===== src/rtl/dec_entry.sv =====
// Decimal keypad entry: accumulates digit/sign/backspace keys into an 8-bit operand, echoes it to disp_decimal.
// Latency: key to display/err 1 cycle, enter to out_valid 1 cycle; out_valid holds until out_ready, keys ignored meanwhile.
module dec_entry #(
    parameter int MAX_DIGITS = 3
) (
    input  logic       clk,
    input  logic       rst_n,
    input  logic       key_valid,
    input  logic [3:0] key_code,
    input  logic       non_signed,
    input  logic       out_ready,
    output logic       out_valid,
    output logic [7:0] out_value,
    output logic [7:0] disp_value,
    output logic       disp_enable,
    output logic       disp_non_signed,
    output logic [1:0] digit_count,
    output logic       err
);
    typedef enum logic [1:0] {IDLE, ENTRY, PUSH, ERROR} state_t;

    localparam logic [3:0] K_SIGN  = 4'd10;
    localparam logic [3:0] K_CLEAR = 4'd11;
    localparam logic [3:0] K_ENTER = 4'd12;
    localparam logic [3:0] K_BKSP  = 4'd13;

    state_t      state_q, state_d;
    logic [3:0]  d2_q, d1_q, d0_q, d2_d, d1_d, d0_d;
    logic        neg_q, neg_d, mode_q, mode_d, err_q, err_d;
    logic        out_valid_q, out_valid_d;
    logic [7:0]  out_value_q, out_value_d, disp_value_q, disp_value_d;
    logic [1:0]  cnt_q, cnt_d;

    logic [9:0]  mag, limit;
    logic [13:0] cand;
    logic [7:0]  mag8_d;
    logic        mode_eff, act;

    assign mag  = 10'd100 * {6'd0, d2_q} + 10'd10 * {6'd0, d1_q} + {6'd0, d0_q};
    assign cand = 14'd10 * {4'd0, mag} + {10'd0, key_code};
    // The mode used for range checks switches to the live input on the key that leaves IDLE.
    assign mode_eff = (state_q == IDLE) ? non_signed : mode_q;
    assign limit    = mode_eff ? 10'd255 : (neg_q ? 10'd128 : 10'd127);
    assign act      = key_valid && (state_q == ENTRY ||
                      key_code <= 4'd9 || key_code == K_SIGN || key_code == K_ENTER);

    always_comb begin
        state_d     = state_q;
        d2_d        = d2_q;
        d1_d        = d1_q;
        d0_d        = d0_q;
        neg_d       = neg_q;
        mode_d      = mode_q;
        err_d       = err_q;
        cnt_d       = cnt_q;
        out_valid_d = out_valid_q;
        out_value_d = out_value_q;
        case (state_q)
            IDLE, ENTRY: begin
                if (act) begin
                    if (state_q == IDLE) mode_d = non_signed;
                    state_d = ENTRY;
                    if (key_code <= 4'd9) begin
                        if (cand > {4'd0, limit} ||
                            (cnt_q == 2'(MAX_DIGITS) && key_code != 4'd0)) begin
                            state_d = ERROR;
                            err_d   = 1'b1;
                        end else begin
                            d2_d = d1_q;
                            d1_d = d0_q;
                            d0_d = key_code;
                            if (!(cnt_q == 2'd0 && key_code == 4'd0)) cnt_d = cnt_q + 2'd1;
                        end
                    end else begin
                        case (key_code)
                            K_SIGN: begin
                                if (!mode_eff) begin
                                    if (neg_q && mag == 10'd128) begin
                                        state_d = ERROR;
                                        err_d   = 1'b1;
                                    end else begin
                                        neg_d = ~neg_q;
                                    end
                                end
                            end
                            K_CLEAR: begin
                                {d2_d, d1_d, d0_d} = 12'd0;
                                neg_d   = 1'b0;
                                cnt_d   = 2'd0;
                                state_d = IDLE;
                            end
                            K_ENTER: begin
                                out_value_d = neg_q ? (8'd0 - mag[7:0]) : mag[7:0];
                                out_valid_d = 1'b1;
                                state_d     = PUSH;
                            end
                            K_BKSP: begin
                                d0_d = d1_q;
                                d1_d = d2_q;
                                d2_d = 4'd0;
                                if (cnt_q != 2'd0) cnt_d = cnt_q - 2'd1;
                            end
                            default: ;
                        endcase
                    end
                end
            end
            PUSH: begin
                if (out_ready) begin
                    out_valid_d        = 1'b0;
                    {d2_d, d1_d, d0_d} = 12'd0;
                    neg_d              = 1'b0;
                    cnt_d              = 2'd0;
                    state_d            = IDLE;
                end
            end
            default: begin
                if (key_valid && key_code == K_CLEAR) begin
                    err_d              = 1'b0;
                    {d2_d, d1_d, d0_d} = 12'd0;
                    neg_d              = 1'b0;
                    cnt_d              = 2'd0;
                    state_d            = IDLE;
                end
            end
        endcase
        // Accepted digits never exceed 255, so the echo only needs the low byte.
        mag8_d       = 8'd100 * {4'd0, d2_d} + 8'd10 * {4'd0, d1_d} + {4'd0, d0_d};
        disp_value_d = neg_d ? (8'd0 - mag8_d) : mag8_d;
    end

    always_ff @(posedge clk or negedge rst_n) begin
        if (!rst_n) begin
            state_q      <= IDLE;
            d2_q         <= 4'd0;
            d1_q         <= 4'd0;
            d0_q         <= 4'd0;
            neg_q        <= 1'b0;
            mode_q       <= 1'b0;
            err_q        <= 1'b0;
            cnt_q        <= 2'd0;
            out_valid_q  <= 1'b0;
            out_value_q  <= 8'd0;
            disp_value_q <= 8'd0;
        end else begin
            state_q      <= state_d;
            d2_q         <= d2_d;
            d1_q         <= d1_d;
            d0_q         <= d0_d;
            neg_q        <= neg_d;
            mode_q       <= mode_d;
            err_q        <= err_d;
            cnt_q        <= cnt_d;
            out_valid_q  <= out_valid_d;
            out_value_q  <= out_value_d;
            disp_value_q <= disp_value_d;
        end
    end

    assign out_valid       = out_valid_q;
    assign out_value       = out_value_q;
    assign disp_value      = disp_value_q;
    assign disp_enable     = (state_q != IDLE);
    assign disp_non_signed = mode_q;
    assign digit_count     = cnt_q;
    assign err             = err_q;
endmodule


===== config.mk =====
export PLATFORM = sky130hd
export DESIGN_NAME = dec_entry
export DESIGN_NICKNAME = d
export VERILOG_FILES = /design/src/rtl/dec_entry.sv
export SDC_FILE = /design/constraint.sdc
export NUM_CORES = 1
export LEC_CHECK = 0
export CAP_MARGIN = 20
export CORE_UTILIZATION = 61
export CTS_BUF_LIST = sky130_fd_sc_hd__clkbuf_16
export CTS_CLUSTER_SIZE = 20
export DETAILED_ROUTE_END_ITERATION = 7
export PLACE_DENSITY = 0.88
export SLEW_MARGIN = 20
export SYNTH_ARGS = -nofsm -noshare
export SYNTH_HDL_FRONTEND = slang
export SYNTH_SLANG_ARGS = --single-unit

===== constraint.sdc =====
create_clock -name clk -period 24.3 [get_ports clk]
set_clock_uncertainty 0.1 [all_clocks]
set_input_delay 4.86 -clock clk [delete_from_list [all_inputs] [get_ports clk]]
set_output_delay 4.86 -clock clk [all_outputs]
set_load 0.01 [all_outputs]

==> results of run 1 <==
[per-stage QoR]
step,std cells,utilization,area [um^2]
after floorplan,518,-,4479
after global routing,635,0.7117,4942
after global placement,627,0.6881,4778
after CTS,635,0.7117,4942
after detailed placement,627,0.6881,4778
final,635,0.7117,4942
[layer usage]
layer  vias to the layer above  global-route usage  share of wire
met1                      1929              0.3648           0.40
met5                         -                   0              0
li1                       1901                   -              -
met2                       211              0.5376           0.49
met3                        53             0.04147          0.073
met4                         0              0.1490          0.040
[logic make-up after synthesis]
group,after synthesis,share of synthesized area
flops,35,0.1955
mux,7,0.01592
xor+xnor,45,0.09525
fa+ha+maj,77,0.2318
compound gates,149,0.2257
buf+inv,61,0.06648
simple gates,144,0.1693
[sequential cells by signal, indices dropped and copies added (netlist names)]
register         flops
disp_value           8
out_value            8
d1_q                 4
d2_q                 4
d0_q                 3
digit_count          2
state_q              2
disp_non_signed      1
err                  1
neg_q                1
out_valid            1
[final cells by class]
class	count	area, um^2	share of cell area
multi-input cells	422	3306	0.6689
flip-flops and latches	35	875.8	0.1772
repair buffers	33	322.8	0.06532
inverters	41	153.9	0.03114
clock buffers	5	125.1	0.02532
well taps	96	120.1	0.02430
clock inverters	3	38.79	0.007848
[cells in the mapped netlist (4+ instances only)]
library cell and n:
nand2b_1 7, a221oi_1 9, fa_1 10, clkbuf_1 13, nand4_1 5, ha_1 67
mux2i_1 6, nand2_1 42, xor2_1 11, xnor2_1 32, inv_1 40, nand3b_1 4
dfrtp_1 35, nor2b_1 10, nand3_1 11, a22oi_1 4, a31oi_1 4, nor3_1 14
a21o_1 7, o21ai_0 38, o21a_1 5, nor2_1 29, a21oi_1 35, o31ai_1 9
[tightest hold or removal path: stages, from the launching register on]
cell	delay (ps)
dfrtp_1	340
nand2_1	40
o21ai_0	60
[worst paths after layout]
kind,start,end,cells past startpoint
max in group asynchronous,rst_n,d0_q[2]$_DFF_PN0_,2
worst max-delay path,key_code[1],disp_value[7]$_DFF_PN0_,28
worst min register to register,out_value[4]$_DFFE_PN0P_,out_value[4]$_DFFE_PN0P_,2
worst max register to register,d1_q[3]$_DFF_PN0_,disp_value[7]$_DFF_PN0_,33
worst min-delay path,out_value[4]$_DFFE_PN0P_,out_value[4]$_DFFE_PN0P_,2
min in group asynchronous,rst_n,out_value[4]$_DFFE_PN0P_,2
==> impl_metrics.csv, run 1 <==
group,metric,value,unit
global_routing,antenna_found_initial,0,
logic_synthesis,ys.flop_type,"dfrtp_1",
finish,syn2layout_area_growth,10.34,%
clock_network,cts_resized,0,
worst_setup_path,cp-end-kind,"flip-flop",
worst_setup_path,crit_path_start_kind,"input pin",
clock_network,postCtsHoldBufs,0,
timing,setup_tns,0,ps
worst_setup_path,cp_top_family,"adder cells",
logic_synthesis,seq_area_frac_synth,0.1955,
logic_synthesis,synth_top_area_share,0.1955,
floorplan,io_pins,31,
finish,final_cell_mix,"ha_1, nand2_1, inv_1",
clock_network,cts_num_sinks,35,
floorplan,coreArea,6944,um^2
clock_network,clk_transition_reported_paths,50,ps
global_routing,grt_util_all_layers,0.3047,
floorplan,initial_core_util,0.6450,
floorplan,die_h,87.69,um
worst_setup_path,crit_buf_inv,4,
timing,slew_viol_final,0,
worst_setup_path,required,24360,ps
timing,hold_violations,0,
flow_run,cap_viol_max_count,0,
timing,worstMarginPinSlew,818.2,ps
finish,mostFrequentLayoutCell,"ha_1",
floorplan,die_area,7690,um^2
global_routing,grt_pass1_wl,18330,um
logic_synthesis,synth-seq-cells,35,
logic_synthesis,async_flop_share,1.000,
worst_setup_path,cp.arrival,12660,ps
logic_synthesis,ys_types,75,
logic_synthesis,syn_area,4479,um^2
timing,fin_ws,11700,ps
clock_network,cts_buffer_depth,2,
drt,wl,11130,um
clock_network,clk_latency,280,ps
clock_network,post_cts_buffers,0,
timing,finalSetupViolations,0,
drt,via_count,4094,
timing,timing.final.crit_share,0.5187,
floorplan,row_count,30,
clock_network,cts_buffers,5,
status,status,"completed",
global_routing,grt_max_degree,36,
placement,place_hpwl,8503,um
drt,routedWlPerCell,17.53,um
drt,postRouteAntennaNets,0,
floorplan,fp.dieW,87.69,um
timing,fin_crit,12600,ps
logic_synthesis,yosys.area.top_type,"dfrtp_1",
worst_setup_path,criticalPathCategory,"input pin to flip-flop",
logic_synthesis,synth_area_leaders,"dfrtp_1, ha_1, xnor2_1",
drt,drtIter0Drc,422,
logic_synthesis,avgSynthCellArea,8.647,um^2
worst_setup_path,cpMaxStageDelayCell,"clkdlybuf4s50_1",
worst_setup_path,worstPathMaxFanout,12,
worst_hold_path,hold_path.class,"flip-flop to flip-flop",
timing,whs,378.0,ps
clock_network,cts_tree,"yes",
global_routing,grt_pass1_vias,4000,
drt,viasPerCell,6.447,
global_routing,grt-ovfl-total,0,
worst_setup_path,path_common_cell,"ha_1",
logic_synthesis,synth_warnings,0,
placement,globalplace.congestion,0.8945,
clock_network,htreeDepth,2,
finish,antenna_cells,0,
placement,port_buffers,30,
finish,nFillCells,527,
clock_network,cts_root_buf,"clkbuf_16",
worst_setup_path,rrSetupSlack,13670,ps
logic_synthesis,synth-edff-count,0,
finish,drive_gt1_frac,0.07978,
placement,post-place-ws,11560,ps
drt,drc,0,
timing,max_freq,0.07933,GHz
timing,rsz0062_at_grt,"false",
timing,maxSlewHeadroom,0.4534,
worst_setup_path,slowest_delay,660,ps
logic_synthesis,synthCells,518,
finish,nets,624,
logic_synthesis,synthesis.nets,604,
drt,first_pass_iters,6,
Power of run 1 is left out: the tool's default activity adds up to more than one toggle a clock period on the data nets, which glitch-free logic cannot reach.
==> inputs of run 2 (changes only) <==
==> constraint.sdc (replaced) <==
create_clock -name clk -period 12.1 [get_ports clk]
set_clock_uncertainty 0.1 [all_clocks]
set_input_delay 2.42 -clock clk [delete_from_list [all_inputs] [get_ports clk]]
set_output_delay 2.42 -clock clk [all_outputs]
set_load 0.01 [all_outputs]
==> run 2 against run 1 <==
Die area did not move. Worst setup slack got worse by 9900 ps. Via count fell by 1.4%. First-iteration DRC count fell by 28%.
==> impl_metrics.csv, run 2 (synthesized netlist as in run 1, its figures left out) <==
group,metric,value,unit
status,status,"completed",
worst_setup_path,criticalPathCategory,"flip-flop to flip-flop",
worst_setup_path,cp_top_family,"adder cells",
finish,final_cell_mix,"ha_1, nand2_1, inv_1",
floorplan,io_pins,31,
timing,whs,382.0,ps
finish,mostFrequentLayoutCell,"ha_1",
placement,place_hpwl,8368,um
floorplan,die_h,87.69,um
worst_hold_path,hold_start,"out_value[4]$_DFFE_PN0P_",
worst_setup_path,crit_buf_inv,1,
finish,nFillCells,529,
worst_setup_path,cpMaxStageDelayCell,"nor2_1",
timing,max_freq,0.09741,GHz
worst_setup_path,critical_path_depth,30,
worst_setup_path,reg2reg_from,"d1_q[1]$_DFF_PN0_",
floorplan,initial_core_util,0.6450,
timing,fin_ws,1834,ps
finish,ff_latch_area,875.8,um^2
drt,via_count,4036,
clock_network,clk_latency,280,ps
worst_setup_path,r2r.worst_path.cells,30,
clock_network,cts_tree,"yes",
global_routing,met2_usage,0.5107,
global_routing,grt-ovfl-total,0,
timing,setup_tns,0,ps
clock_network,postCtsHoldBufs,0,
worst_setup_path,required,12150,ps
floorplan,die_area,7690,um^2
clock_network,cts_buffer_depth,2,
placement,port_buffers,30,
flow_run,cap_viol_max_count,0,
drt,wl,10900,um
finish,antenna_cells,0,
drt,postRouteAntennaNets,0,
timing,maxSlewHeadroom,0.4085,
drt,drtIter0Drc,304,
worst_setup_path,path_common_cell,"ha_1",
drt,drc,0,
worst_hold_path,hold_path.class,"flip-flop to flip-flop",
finish,syn2layout_area_growth,9.721,%
global_routing,grt_pass1_vias,3912,
floorplan,fp.dieW,87.69,um
timing,worstMarginPinSlew,885.4,ps
worst_setup_path,crit_start,"d1_q[1]$_DFF_PN0_",
floorplan,row_count,30,
worst_setup_path,timing.rr.end,"disp_value[7]$_DFF_PN0_",
worst_setup_path,slowest_delay,590,ps
worst_setup_path,cp.arrival,10320,ps
floorplan,coreArea,6944,um^2
worst_setup_path,crit_path_end,"disp_value[7]$_DFF_PN0_",
timing,timing.final.crit_share,0.8484,
clock_network,post_cts_buffers,0,
timing,slew_viol_final,0,
worst_setup_path,rrSetupSlack,1830,ps
global_routing,grt_pass1_wl,18070,um
drt,viasPerCell,6.356,
clock_network,cts_num_sinks,35,
placement,post-place-ws,1779,ps
timing,rsz0062_at_grt,"false",
clock_network,clk_transition_reported_paths,50,ps
clock_network,cts_root_buf,"clkbuf_16",
drt,routedWlPerCell,17.16,um
timing,hold_violations,0,
worst_setup_path,crit_path_start_kind,"flip-flop",
finish,multiInputGateArea,3306,um^2
global_routing,grt_util_all_layers,0.2976,
clock_network,cts_resized,0,
clock_network,cts_buffers,5,
timing,fin_crit,10270,ps
global_routing,grt_use_met3,0.06315,
global_routing,grt_max_degree,36,
placement,globalplace.congestion,0.9485,
drt,first_pass_iters,8,
finish,nets,624,
worst_setup_path,worstPathMaxFanout,12,
global_routing,grt-busiest-layer,"met2",
timing,finalSetupViolations,0,
worst_setup_path,cp-end-kind,"flip-flop",
clock_network,htreeDepth,2,
global_routing,met1_usage,0.3749,
global_routing,antenna_found_initial,0,
finish,drive_gt1_frac,0.07607,
[run 2: worst min-delay path by stage]
| stage | end | slack [ps] | depth (start not counted) |
|---|---|---|---|
| floorplan | out_value[0]$_DFFE_PN0P_ | 420 | 2 |
| global placement | out_value[7]$_DFFE_PN0P_ | 360 | 2 |
| detailed placement | out_value[4]$_DFFE_PN0P_ | 370 | 2 |
| CTS | out_value[4]$_DFFE_PN0P_ | 380 | 2 |
| global route | out_value[7]$_DFFE_PN0P_ | 420 | 2 |
| finish | out_value[4]$_DFFE_PN0P_ | 380 | 2 |
[run 2: layer usage]
metal	vias to the layer above	routed length [um]
met5	-	0
met4	0	282
met3	40	810
li1	1898	-
met2	220	5325
met1	1878	4478
[run 2: final cells by class]
| type | count | share of cell area |
|---|---|---|
| repair buffers | 33 | 0.06568 |
| clock buffers | 5 | 0.02546 |
| well taps | 96 | 0.02444 |
| flip-flops and latches | 35 | 0.1782 |
| clock inverters | 3 | 0.002291 |
| multi-input cells | 422 | 0.6726 |
| inverters | 41 | 0.03131 |
[run 2: stage by stage]
stage          std cells  instance area, um^2  utilization
6_report             635                 4915       0.7077
3_3_place_gp         627                 4778       0.6881
4_1_cts              635                 4915       0.7077
5_1_grt              635                 4915       0.7077
3_5_place_dp         627                 4778       0.6881
2_1_floorplan        518                 4479            -
[run 2: worst register-to-register path: cells and delay by family (launching register included)]
family,cells,cell delay (ps)
buffers and inverters,1,70
xor gates and xnor gates,4,1260
adders and majority gates,11,4110
and+or+nand+nor,6,2320
AOI/OAI and AO/OA,8,1830
DFF,1,460
Power of run 2 is left out for the same reason.
==> inputs of run 3 (changes only) <==
--- a/config.mk
+++ b/config.mk
@@ -6,11 +6,11 @@
 export NUM_CORES = 1
 export LEC_CHECK = 0
 export CAP_MARGIN = 20
-export CORE_UTILIZATION = 61
+export CORE_UTILIZATION = 55
 export CTS_BUF_LIST = sky130_fd_sc_hd__clkbuf_16
 export CTS_CLUSTER_SIZE = 20
 export DETAILED_ROUTE_END_ITERATION = 7
-export PLACE_DENSITY = 0.88
+export PLACE_DENSITY = 0.84
 export SLEW_MARGIN = 20
 export SYNTH_ARGS = -nofsm -noshare
 export SYNTH_HDL_FRONTEND = slang
==> constraint.sdc (replaced) <==
create_clock -name clk -period 8.5 [get_ports clk]
set_clock_uncertainty 0.1 [all_clocks]
set_input_delay 1.7 -clock clk [delete_from_list [all_inputs] [get_ports clk]]
set_output_delay 1.7 -clock clk [all_outputs]
set_load 0.01 [all_outputs]
==> run 3 against run 2 <==
The run now ends with design-rule violations left. Die area is 11% higher. Sequential share of layout area is 3.3 points lower. First-iteration DRC count is 110% higher. Utilization is 6.7 points higher. Cell area is 23% higher. Via count is 19% higher. Register-to-register slack worse by 1800 ps. Highest routed layer unchanged. Hold slack better by 2.3 ps. Sequential cell count stayed put. Count of clock-buffer cells in the layout stayed put. Critical path type unchanged. Cell count is 13% higher.
==> impl_metrics.csv, run 3 (synthesized netlist as in run 1, its figures left out) <==
group,metric,value,unit
timing,slew_viol_final,0,
drt,first_pass_iters,8,
floorplan,fp.dieW,92.25,um
clock_network,cts_buffers,5,
drt,via_count,4819,
finish,syn2layout_area_growth,35.11,%
worst_setup_path,worstPathMaxFanout,7,
clock_network,cts_num_sinks,35,
finish,nets,703,
drt,viasPerCell,6.693,
worst_setup_path,crit_path_start_kind,"flip-flop",
timing,hold_violations,0,
worst_setup_path,path_common_cell,"ha_1",
global_routing,grt_util_all_layers,0.3059,
timing,max_freq,0.1181,GHz
worst_setup_path,cpMaxStageDelayCell,"fa_1",
floorplan,die_h,92.25,um
drt,drc,34,
global_routing,grt-busiest-layer,"met2",
clock_network,clk_transition_reported_paths,60,ps
timing,timing.final.crit_share,0.9960,
worst_setup_path,reg2reg_from,"d1_q[0]$_DFF_PN0_",
status,violations,"design-rule violations",
global_routing,grt-ovfl-total,0,
floorplan,io_pins,31,
worst_setup_path,cp-end-kind,"flip-flop",
worst_hold_path,hold_path.class,"flip-flop to flip-flop",
flow_run,cap_viol_max_count,0,
clock_network,cts_buffer_depth,2,
global_routing,met2_usage,0.5473,
placement,post-place-ws,-289.3,ps
timing,worstMarginPinSlew,910.6,ps
worst_setup_path,cp.arrival,8530,ps
drt,wl,15280,um
global_routing,grt_pass1_vias,4476,
clock_network,cts_root_buf,"clkbuf_16",
timing,maxSlewHeadroom,0.3917,
worst_setup_path,required,8570,ps
floorplan,coreArea,7807,um^2
worst_setup_path,rrSetupSlack,30,ps
drt,routedWlPerCell,21.23,um
status,status,"complete, but fails checks",
floorplan,row_count,32,
global_routing,grt_use_met3,0.05721,
floorplan,initial_core_util,0.5737,
worst_setup_path,crit_start,"d1_q[0]$_DFF_PN0_",
drt,postRouteAntennaNets,0,
finish,nFillCells,454,
finish,drive_gt1_frac,0.3042,
finish,antenna_cells,0,
worst_setup_path,timing.rr.end,"disp_value[7]$_DFF_PN0_",
finish,final_cell_mix,"buf_4, ha_1, nand2_1",
global_routing,grt_pass1_wl,20790,um
placement,port_buffers,30,
placement,place_hpwl,9206,um
timing,fin_ws,34.24,ps
worst_setup_path,crit_path_end,"disp_value[7]$_DFF_PN0_",
timing,finalSetupViolations,0,
placement,globalplace.congestion,0.8936,
global_routing,grt_max_degree,36,
clock_network,postCtsHoldBufs,0,
timing,fin_crit,8466,ps
global_routing,met1_usage,0.3568,
worst_setup_path,criticalPathCategory,"flip-flop to flip-flop",
floorplan,die_area,8509,um^2
finish,mostFrequentLayoutCell,"buf_4",
worst_setup_path,slowest_delay,610,ps
worst_setup_path,r2r.worst_path.cells,29,
clock_network,cts_tree,"yes",
drt,drtIter0Drc,644,
clock_network,htreeDepth,2,
clock_network,clk_latency,290,ps
global_routing,antenna_found_initial,0,
[run 3: worst min path at each step]
stage | startpoint | endpoint | slack (ps) | depth (start not counted)
3_5_place_dp | out_value[0]$_DFFE_PN0P_ | out_value[0]$_DFFE_PN0P_ | 380 | 2
2_1_floorplan | out_value[0]$_DFFE_PN0P_ | out_value[0]$_DFFE_PN0P_ | 420 | 2
5_1_grt | out_value[2]$_DFFE_PN0P_ | out_value[2]$_DFFE_PN0P_ | 420 | 2
3_3_place_gp | out_value[6]$_DFFE_PN0P_ | out_value[6]$_DFFE_PN0P_ | 360 | 2
4_1_cts | out_value[0]$_DFFE_PN0P_ | out_value[0]$_DFFE_PN0P_ | 390 | 2
6_report | out_value[2]$_DFFE_PN0P_ | out_value[2]$_DFFE_PN0P_ | 380 | 2
[run 3: final cells by class]
class / instances / area (um^2) / share of cell area
Clock buffer: 5 / 125.1 / 0.02067
Clock inverter: 3 / 67.56 / 0.01116
Inverter: 41 / 153.9 / 0.02543
Multi-Input combinational cell: 422 / 3785 / 0.6254
Sequential cell: 35 / 877.1 / 0.1449
Tap cell: 102 / 127.6 / 0.02109
Timing Repair Buffer: 112 / 915.9 / 0.1513
[run 3: metrics by stage]
step / util / hold slack (ps) / instances / cell area, um^2 / setup TNS [ps]
after CTS: 0.7288 / 391.2 / 713 / 5690 / 0
after floorplan: - / 416.2 / 518 / 4559 / 0
after detailed placement: 0.6893 / 378.2 / 702 / 5381 / -289.3
after global routing: 0.7752 / 417.6 / 720 / 6052 / -320.9
final: 0.7752 / 384.3 / 720 / 6052 / 0
after global placement: 0.6893 / 360.5 / 702 / 5381 / 0
[run 3: repair_timing]
item                                    4_1_cts  5_1_grt
pin swaps                                     8       39
cloned                                        0        0
hold endpoints to repair                      0        0
setup buffers                                 3        7
resized for setup                            21       52
endpoints found under the setup margin        1        1
[run 3: critical path: cells and delay by family (launching register included)]
family          cells  cell delay [ps]
xor+xnor            3              710
compound gates      7             1620
buf+inv             3              280
simple gates        7             1550
flops               1              420
fa+ha+maj           9             3650
[run 3: routing by layer]
| layer | share of wire | vias to the layer above |
|---|---|---|
| li1 | - | 2055 |
| met1 | 0.35 | 2224 |
| met2 | 0.47 | 382 |
| met3 | 0.10 | 158 |
| met4 | 0.072 | 0 |
| met5 | 0 | - |
Power of run 3 is left out for the same reason.
